`src/rtl/btn_pkg.sv`:
```
// Shared types and default constants for the push-button debounce/interrupt block.
package btn_pkg;

  typedef enum logic [1:0] {
    IDLE_LOW,
    WAIT_HIGH,
    HELD_HIGH,
    WAIT_LOW
  } db_state_t;

  localparam int DEBOUNCE_CYCLES_DEF = 500000;
  localparam int PULSE_CYCLES_DEF    = 4;

endpackage

```
`src/rtl/btn_sync.sv`:
```
// Two-flop synchroniser for asynchronous switch/button inputs.
module btn_sync (
  input  logic clk_i,
  input  logic rst_ni,
  input  logic d_i,
  output logic q_o
);

  logic meta_q;
  logic sync_q;

  always_ff @(posedge clk_i or negedge rst_ni) begin
    if (!rst_ni) begin
      meta_q <= 1'b0;
      sync_q <= 1'b0;
    end else begin
      meta_q <= d_i;
      sync_q <= meta_q;
    end
  end

  assign q_o = sync_q;

endmodule

```
`src/rtl/btn_debounce_intr.sv`:
```
// Debounces a raw button and emits a stretched interrupt pulse per accepted press,
// along with the debounced level and a modulo-256 press count.
module btn_debounce_intr
  import btn_pkg::*;
#(
  parameter int DEBOUNCE_CYCLES = DEBOUNCE_CYCLES_DEF,
  parameter int PULSE_CYCLES    = PULSE_CYCLES_DEF
) (
  input  logic       CLK,
  input  logic       RST_N,
  input  logic       BTN,
  output logic       DB_LEVEL,
  output logic       INTR,
  output logic [7:0] PRESS_COUNT
);

  localparam int CW = (DEBOUNCE_CYCLES > 1) ? $clog2(DEBOUNCE_CYCLES) : 1;
  localparam int PW = $clog2(PULSE_CYCLES + 1);
  localparam logic [CW-1:0] CNT_LAST   = CW'(DEBOUNCE_CYCLES - 1);
  localparam logic [PW-1:0] PULSE_LOAD = PW'(PULSE_CYCLES);

  logic sync;

  btn_sync u_sync (
    .clk_i  (CLK),
    .rst_ni (RST_N),
    .d_i    (BTN),
    .q_o    (sync)
  );

  db_state_t     state_q, state_d;
  logic [CW-1:0] cnt_q, cnt_d;
  logic [PW-1:0] pulse_q, pulse_d;
  logic          db_q, db_d;
  logic          intr_q, intr_d;
  logic [7:0]    press_q, press_d;
  logic          accept;

  always_ff @(posedge CLK or negedge RST_N) begin
    if (!RST_N) begin
      state_q <= IDLE_LOW;
      cnt_q   <= '0;
      pulse_q <= '0;
      db_q    <= 1'b0;
      intr_q  <= 1'b0;
      press_q <= '0;
    end else begin
      state_q <= state_d;
      cnt_q   <= cnt_d;
      pulse_q <= pulse_d;
      db_q    <= db_d;
      intr_q  <= intr_d;
      press_q <= press_d;
    end
  end

  always_comb begin
    state_d = state_q;
    cnt_d   = cnt_q;
    db_d    = db_q;
    accept  = 1'b0;
    unique case (state_q)
      IDLE_LOW: begin
        if (sync) begin
          state_d = WAIT_HIGH;
          cnt_d   = '0;
        end
      end
      WAIT_HIGH: begin
        if (!sync) begin
          state_d = IDLE_LOW;
        end else if (cnt_q == CNT_LAST) begin
          state_d = HELD_HIGH;
          db_d    = 1'b1;
          accept  = 1'b1;
        end else begin
          cnt_d = cnt_q + 1'b1;
        end
      end
      HELD_HIGH: begin
        if (!sync) begin
          state_d = WAIT_LOW;
          cnt_d   = '0;
        end
      end
      WAIT_LOW: begin
        if (sync) begin
          state_d = HELD_HIGH;
        end else if (cnt_q == CNT_LAST) begin
          state_d = IDLE_LOW;
          db_d    = 1'b0;
        end else begin
          cnt_d = cnt_q + 1'b1;
        end
      end
      default: state_d = IDLE_LOW;
    endcase
  end

  // Reload on accept even mid-pulse so INTR stays high without a gap.
  always_comb begin
    pulse_d = pulse_q;
    press_d = press_q;
    if (accept) begin
      pulse_d = PULSE_LOAD;
      press_d = press_q + 8'd1;
    end else if (pulse_q != '0) begin
      pulse_d = pulse_q - 1'b1;
    end
    intr_d = (pulse_d != '0);
  end

  assign DB_LEVEL    = db_q;
  assign INTR        = intr_q;
  assign PRESS_COUNT = press_q;

endmodule

```
`config.mk`:
```
export PLATFORM = sky130hd
export DESIGN_NAME = btn_debounce_intr
export DESIGN_NICKNAME = d
export VERILOG_FILES = /design/src/rtl/btn_pkg.sv /design/src/rtl/btn_sync.sv /design/src/rtl/btn_debounce_intr.sv
export SDC_FILE = /design/constraint.sdc
export NUM_CORES = 1
export LEC_CHECK = 0
export CAP_MARGIN = 25
export CORE_MARGIN = 1
export CORE_UTILIZATION = 62
export DETAILED_ROUTE_END_ITERATION = 7
export PLACE_DENSITY = 0.95
export SKIP_CTS_REPAIR_TIMING = 1
export SYNTH_ARGS = -nofsm -noshare
export SYNTH_HDL_FRONTEND = slang
export SYNTH_SLANG_ARGS = --single-unit
```
`constraint.sdc`:
```
create_clock -name CLK -period 4.8 [get_ports CLK]
set_clock_uncertainty 0.1 [all_clocks]
set_input_delay 0.96 -clock CLK [delete_from_list [all_inputs] [get_ports CLK]]
set_output_delay 0.96 -clock CLK [all_outputs]
set_load 0.01 [all_outputs]
```
After elaboration in Yosys (flattened, before gate mapping). Cells that the tools add are included.

Add/sub/neg operators: 3. Equality and inequality tests: 12. Mux-type cells: 23. Reduce and logical (&&, ||, !) cells: 7.

Operators with widths (number): $mux 19 (5); $pmux 19 s4 (1); $add 19x1->19 const B (1); $eq 19x19->1 const B (1); $mux 2 (6); $add 8x1->8 const B (1); $ne 2x2->1 const B (4); $pmux 2 s4 (1); $reduce_and 4->1 (2); $mux 1 (7); $mux 3 (2); $reduce_bool 3->1 (2); $reduce_and 5->1 (1); $eq 2x2->1 const B (2); $ne 2x1->1 const B (2); $ne 3x2->1 const B (1); $ne 3x3->1 const B (1); $sub 3x1->3 const B (1); $eq 2x1->1 const B (1); $logic_not 2->1 (1); $pmux 1 s2 (1); $reduce_bool 2->1 (1).

Bits in registers: 36. Output and inout port bits: 10.

Logic depth before layout (Yosys ltp). Gate-level depths: netlist of the first run.

Depth in word-level cells: 6. Depth in mapped cells: 8.

Cells and area by module. A second synthesis of the first run with hierarchy kept.

Cell total of the unflattened synthesis: 202. Area, all modules: 2047.0 um^2.

By module, submodules not included: btn_debounce_intr (instances 1, cells an instance 200, area each 1996.9 um^2); btn_sync (instances 1, cells an instance 2, area each 50.0 um^2).

Worst setup path after synthesis of the first run. No wires, ideal clock.

Path type: register to register. Start point: register cnt_q[9]. End point: register press_q[4], in the netlist PRESS_COUNT[4]. Setup time: 0.127 ns. Arrival: 1.808 ns. Path slack: 2.765 ns. Stages on the path, launching flop included: 7. Period minus slack after synthesis: 2.035 ns. Path through: dfrtp_1 > or4b_4 > nor4_4 > and3_4 > buf_6 > nand4_1 > xnor2_1.

Longest elaborated chain between the ends: 4.

RTL lines: start: declaration (RTL line btn_debounce_intr.sv:32) `logic [CW-1:0] cnt_q, cnt_d;`; start signal: assignment (RTL line btn_debounce_intr.sv:49) `cnt_q <= cnt_d;`; $eq 19x19->1 (RTL line btn_debounce_intr.sv:72) `end else if (cnt_q == CNT_LAST) begin`; $mux 1 (RTL line btn_debounce_intr.sv:72); $mux 1 (RTL line btn_debounce_intr.sv:70) `if (!sync) begin`; $mux 1 (RTL line btn_debounce_intr.sv:62) `unique case (state_q)`; end signal: assignment (RTL line btn_debounce_intr.sv:53) `press_q <= press_d;`; end: declaration (RTL line btn_debounce_intr.sv:36) `logic [7:0] press_q, press_d;`.

Every way passes these cells. A chain may end at the register's enable or synchronous reset.

Worst setup path in the final report of the first run.
Start point: register press_q[3], in the netlist PRESS_COUNT[3]. End point: output port PRESS_COUNT[3].

RTL lines: end: declaration (RTL line btn_debounce_intr.sv:14) `output logic [7:0] PRESS_COUNT`.

No word-level cell between the ends.

==> results of run 1 <==
-- power by group through the flow --
stage	Sequential [uW]	Combinational, uW	Clock [uW]
final	312	24.3	173
after floorplan	317	14.2	0
after CTS	312	25.0	174
after global routing	313	27.4	187
after detailed placement	318	24.8	0
after global placement	317	22.0	0
-- cell usage after synthesis, drive strengths merged, types with 2 or more instances --
| cell type | number | area (um^2) |
|---|---|---|
| buf | 3 | 37.53 |
| nand2 | 19 | 71.32 |
| xnor2 | 8 | 70.07 |
| a21o | 2 | 16.27 |
| nor2 | 13 | 48.80 |
| o31ai | 4 | 30.03 |
| o21ai | 10 | 50.04 |
| mux2 | 2 | 22.52 |
| xor2 | 7 | 61.31 |
| dfrtp | 36 | 900.9 |
| a21oi | 13 | 68.82 |
| ha | 5 | 62.56 |
| or3 | 6 | 38.79 |
| or4 | 4 | 30.03 |
| or2 | 2 | 12.51 |
| inv | 10 | 37.54 |
| and3 | 6 | 43.79 |
| nor3 | 3 | 15.01 |
| nand3 | 8 | 40.04 |
| nor4 | 2 | 42.54 |
| nand4 | 7 | 43.79 |
-- layout make-up --
type,instances,area [um^2],area share (%)
sequential,36,900.9,44.42
multi-input combinational,132,864.6,42.63
timing repair buffer,13,127.6,6.292
clock buffer,8,58.81,2.899
tap,31,38.79,1.912
inverter,10,37.54,1.851
-- logic make-up (layout without fill, tap and decap cells) --
family                   Yosys count  count (layout)  synth area share [%]
XOR/XNOR                          15              15                 7.124
AND/OR/NAND/NOR                   76              76                 23.88
buffers and inverters             14              31                 4.274
AO/OA/AOI/OAI                     33              33                 10.72
flip-flops                        36              36                 48.85
adder cells (fa/ha/maj)            5               5                 3.392
multiplexers                       3               3                 1.764
-- how the worst max path moves through the flow --
stage                      to  slack (ns)
3_3_place_gp   PRESS_COUNT[1]        2.67
4_1_cts        PRESS_COUNT[3]        2.35
2_1_floorplan  PRESS_COUNT[4]        2.76
6_report       PRESS_COUNT[3]        2.34
3_5_place_dp        cnt_q[11]        2.58
5_1_grt        PRESS_COUNT[3]        2.32
-- layer usage --
| layer | routed length [um] | part of all wire, % |
|---|---|---|
| met5 | 0 | 0 |
| met4 | 106 | 2.7 |
| met2 | 2040 | 52 |
| met3 | 134 | 3.4 |
| met1 | 1617 | 41 |
-- metrics by stage --
| stage | hold WS (ns) | total power (uW) | util (%) | std cells | cell area [um^2] |
|---|---|---|---|---|---|
| 2_1_floorplan | 0.2312 | 331.0 | - | 182 | 1844 |
| 3_3_place_gp | 0.2324 | 339.0 | 70.81 | 222 | 1969 |
| 3_5_place_dp | 0.2347 | 342.7 | 70.81 | 222 | 1969 |
| 4_1_cts | 0.2586 | 510.5 | 72.92 | 230 | 2028 |
| 5_1_grt | 0.2649 | 526.7 | 72.92 | 230 | 2028 |
| 6_report | 0.2617 | 509.0 | 72.92 | 230 | 2028 |
-- state kept, by name (all words and copies together) (netlist names), named ones only --
name           cells
DB_LEVEL           1
INTR               1
PRESS_COUNT        8
cnt_q             19
pulse_q            3
state_q            1
u_sync.meta_q      1
u_sync.q_o         1
==> results by group, run 1 <==
Layout
  – ANT cells: 0
  – Area Overhead vs Synth: 9.973%
  – Most frequent cells in the layout: dfrtp_1, nand2_1, nor2_1
  – Nets@finish: 206
  – Most common cell after layout, fill and taps aside: dfrtp_1
  – Layout cell share with drive strength beyond 1: 10.55%
  – Fill cell count: 196

Synth
  – #FFs+latches synth: 36
  – Yosys warnings: 0
  – Part of the Yosys area used for sequential elements: between 40 and 50%
  – FFs w/ async S/R, synth: 100.0%
  – Ys flop type: dfrtp_1
  – Syn_nets: 190
  – Mapped Cells: 182
  – Yosys cell types: 40
  – Number of synthesized flops with an enable pin: 0
  – Mapped cell area: 1844 um^2
  – Average size of a mapped cell: 10.13 um^2

Worst setup path
  – Nature of the critical path startpoint: flop
  – R2R Setup Slk: 2.55 ns
  – Worst setup EP type: primary output
  – R2R Path Start: cnt_q[0]
  – WP buf/inv: 1
  – Reg2reg path depth: 7
  – Crit. path cell count: 1
  – WP data arrival: 1.40 ns
  – Worst endpoint required time: 3.74 ns
  – Reg2Reg Capture Point: cnt_q[2]
  – Worst stage delay on the critical path: around 0.58 ns
  – Worst path cell trace: clkdlybuf4s50_1
  – Critical Path Source: PRESS_COUNT[3]
  – Crit path max fanout: 6
  – Top delay family on crit path: buffers and inverters
  – Critical path type: flop to primary output
  – Critical-path top delay cell: clkdlybuf4s50_1

Timing
  – TNS Setup: 0 ns
  – Headroom to the max-slew limit: slightly below 60%
  – RSZ-0062 raised after global routing: no
  – Fin crit share: 51.33%
  – Final worst slack: 2.336 ns
  – Setup-failing EPs final: 0
  – Final hold vios: 0
  – Slew Viols, Final: 0
  – Max Fclk: 405.9 MHz
  – Post-route minimum period: 2.464 ns
  – Worst Tran Pin Value: 0.6074 ns

Power and ir drop
  – Clock Power Share: between 30 and 40%
  – Power density cells: 251.0 nW/um^2
  – Leak: 0.0008741 uW
  – Sequential power share: 61.3%
  – Switching Share: 23.98%
  – Comb pwr share: under 10%
  – Switch Pwr: 122.1 uW
  – Max VDD drop: 0.2899 mV
  – Int Pwr: 387.0 uW

Global route
  – Met3 usage: a little over 8%
  – Initial antenna violation count: 0
  – First-pass GRT wire length: 6762 um
  – Pin count of the biggest net entering global routing: 37
  – Total gr overflow: 0
  – Met2 Resource Use GR: 47.06%
  – Tot GR Track Use: 28.22%
  – Vias in the first global route: 1497
  – GR met1 Demand/Resource: 32.56%
  – GRT busiest layer: met2

Run
  – Max-Cap Viols: 0

CTS
  – Longest Clk Path Bufs: 2
  – TritonCTS clock tree: done
  – Clock transition at path regs: 0.10 ns
  – CTS Root Cell: clkbuf_4
  – Clock Latency Late Sink: 0.35 ns
  – CTS Sinks: 36
  – Num CTS Buffers: 5
  – Htree depth: 2

Floorplan
  – # rows: 19
  – Core area: 2781 um^2
  – Total die area: 3197 um^2
  – Chip height: about 57 um
  – IO Pins: 13
  – Die X-Extent: 56.54 um
  – Initial core utilization: 66.31%

Placed design
  – HPWL Detailed: between 2000 and 3000 um
  – Buffers on Ports: 12
  – Post-Place Setup Slack: 2.583 ns
  – Final GP Congestion: 0.8642

Worst hold path
  – Worst Hold Depth: 0
  – Hold Crit Class: flop to flop
  – Hold path startpoint: u_sync.meta_q
  – Hold EP: u_sync.q_o

Routing
  – Initial DRT Pass Iterations: 4
  – WL/cell: 16.95 um
  – Via density: 6.300
  – Wirelength, routed: 3898 um
  – Drc violations: 0
  – Iter 0 DRT Violations: 79
  – ANT nets after route: 0
  – DR vias: roughly 1400

Status
  – Status: complete, no violations
Note: power is estimated with default switching activity, not from simulation.
==> run 2, diff against run 1 <==
CORE_UTILIZATION = 57   (was 62)
PLACE_DENSITY = 0.9   (was 0.95)
clock period = 2.45 ns   (was 4.8 ns; I/O delays follow)
==> run 2 against run 1 <==
  * Clock-buffer cell count unchanged
  * Via count decreased by 1.9%
  * Global-route usage decreased by 4.4 points
  * Non-clock buffer count unchanged
  * Critical path type is now flop to flop
  * Largest cell class unchanged
  * Highest routed layer unchanged
==> results by group, run 2 (synthesis gave the netlist of run 1 again) <==
Status
  – Status: complete, no violations

Placed design
  – Final GP Congestion: 0.8948 (+3.5%)
  – HPWL Detailed: 2557 um (-8.7%)
  – Post-Place Setup Slack: 0.2438 ns (-2.339 ns)
  – Buffers on Ports: 12 (unchanged)

Timing
  – Worst Tran Pin Value: 0.6010 ns (-0.006416 ns)
  – Slew Viols, Final: 0 (unchanged)
  – Final worst slack: 0.2147 ns (-2.121 ns)
  – Min Hold Slack: 0.2539 ns (-0.007740 ns)
  – Fin crit share: 91.24%
  – Headroom to the max-slew limit: 59.78% (+0.43 points)
  – Final hold vios: 0 (unchanged)
  – RSZ-0062 raised after global routing: no
  – TNS Setup: 0 ns (unchanged)
  – Post-route minimum period: 2.235 ns
  – Setup-failing EPs final: 0 (unchanged)
  – Max Fclk: 447.4 MHz

Worst setup path
  – Critical Path Source: cnt_q[0]
  – Crit path max fanout: 18 (+12)
  – Reg2Reg Capture Point: cnt_q[11]
  – R2R Setup Slk: 0.21 ns (-2.34 ns)
  – Worst setup EP type: flop
  – CP Capture Point: cnt_q[11]
  – R2R Path Start: cnt_q[0]
  – WP data arrival: 2.41 ns (+1.01 ns)
  – Nature of the critical path startpoint: flop
  – Worst endpoint required time: 2.62 ns (-1.12 ns)
  – Critical path type: flop to flop
  – Reg2reg path depth: 6 (-1)

Global route
  – Total gr overflow: 0 (unchanged)
  – Vias in the first global route: 1358 (-9.3%)
  – Initial antenna violation count: 0 (unchanged)
  – Tot GR Track Use: 23.79% (-4.4 points)
  – Pin count of the biggest net entering global routing: 37 (unchanged)
  – First-pass GRT wire length: 5968 um (-12%)

Layout
  – Final core occ: 66.97% (-6.0 points)
  – Most flops, register: cnt_q
  – Nets@finish: 206 (unchanged)
  – Most frequent cells in the layout: dfrtp_1, nand2_1, nor2_1
  – Max reg flops: 19 (unchanged)
  – Register Area: 900.9 um^2 (unchanged)
  – Area of the multi-input gates: 864.6 um^2 (unchanged)
  – ANT cells: 0 (unchanged)
  – Area Overhead vs Synth: 10.85%
  – Most common cell after layout, fill and taps aside: dfrtp_1
  – Fill cell count: 262 (+34%)
  – Layout cell share with drive strength beyond 1: 10.55% (unchanged)

Floorplan
  – Core area: 3053 um^2 (+9.8%)
  – IO Pins: 13 (unchanged)
  – # rows: 20 (+1)
  – Die X-Extent: 58.88 um (+4.1%)
  – Initial core utilization: 60.41% (-5.9 points)
  – Chip height: 58.88 um (+4.1%)
  – Total die area: 3467 um^2 (+8.4%)

Run
  – Max-Cap Viols: 0 (unchanged)

Routing
  – Drc violations: 0 (unchanged)
  – Via density: 5.848 (-7.2%)
  – Initial DRT Pass Iterations: 4 (unchanged)
  – WL/cell: 14.58 um (-14%)
  – ANT nets after route: 0 (unchanged)
  – DR vias: 1421 (-1.9%)
  – Wirelength, routed: 3544 um (-9.1%)
  – Iter 0 DRT Violations: 59 (-25%)

Power and ir drop
  – Tot Pwr: 988.2 uW (+94%)
  – Leak: 0.0008741 uW (unchanged)
  – Power density cells: 483.4 nW/um^2 (+93%)
  – Max VDD drop: 0.3350 mV (+16%)

Worst hold path
  – Hold Crit Class: flop to flop
  – Hold path startpoint: u_sync.meta_q

CTS
  – CTS Root Cell: clkbuf_4
  – Longest Clk Path Bufs: 2 (unchanged)
  – Htree depth: 2 (unchanged)
  – Num CTS Buffers: 5 (unchanged)
  – Clock transition at path regs: 0.11 ns (about the same)
  – TritonCTS clock tree: done
  – Clock Latency Late Sink: 0.35 ns (about the same)
  – CTS Sinks: 36 (unchanged)
==> run 2: cell counts in the layout (fill, tap and decap cells not counted) <==
No cell type changed its count.
==> run 2: where the power goes <==
part | switching (uW) | leakage [uW] | internal, uW
Combinational | 30.5 | 0.000347 | 14.7
Sequential | 9.87 | 0.000494 | 602
Clock | 190 | 0.0000326 | 142
Total | 230 | 0.000874 | 758
==> run 2: critical path: stages (launching register included) <==
cell and delay [ns]:
dfrtp_1 0.44, ha_1 0.26, nand4_1 0.19, nor4_4 0.10, a31o_2 0.37, or4_1 0.54
a21oi_1 0.16
==> run 2: worst min-delay path by stage <==
stage / to / slack (ns) / cells past startpoint
2_1_floorplan: DB_LEVEL / 0.09 / 0
3_3_place_gp: u_sync.q_o / 0.23 / 0
3_5_place_dp: u_sync.q_o / 0.25 / 0
4_1_cts: u_sync.q_o / 0.26 / 0
5_1_grt: u_sync.q_o / 0.27 / 0
6_report: u_sync.q_o / 0.25 / 0
==> run 2: cell type report <==
class	count	share of cell area [%]
flip-flops and latches	36	44.06
multi-input cells	132	42.29
repair buffers	13	6.242
clock buffers	8	2.876
well taps	44	2.693
inverters	10	1.836
==> run 2: through the flow <==
stage / cells / instance area, um^2
6_report: 243 / 2044
5_1_grt: 243 / 2044
4_1_cts: 243 / 2044
3_5_place_dp: 235 / 1986
3_3_place_gp: 235 / 1986
2_1_floorplan: 182 / 1844
==> run 2: layer usage <==
metal / part of all wire (%) / global-route usage, % / vias up / wire length, um
met4: 1.7 / 9.864 / 0 / 62
met3: 3.7 / 6.154 / 6 / 130
met5: 0 / 0 / - / 0
li1: - / - / 675 / -
met1: 43 / 28.61 / 713 / 1532
met2: 51 / 40.58 / 27 / 1818
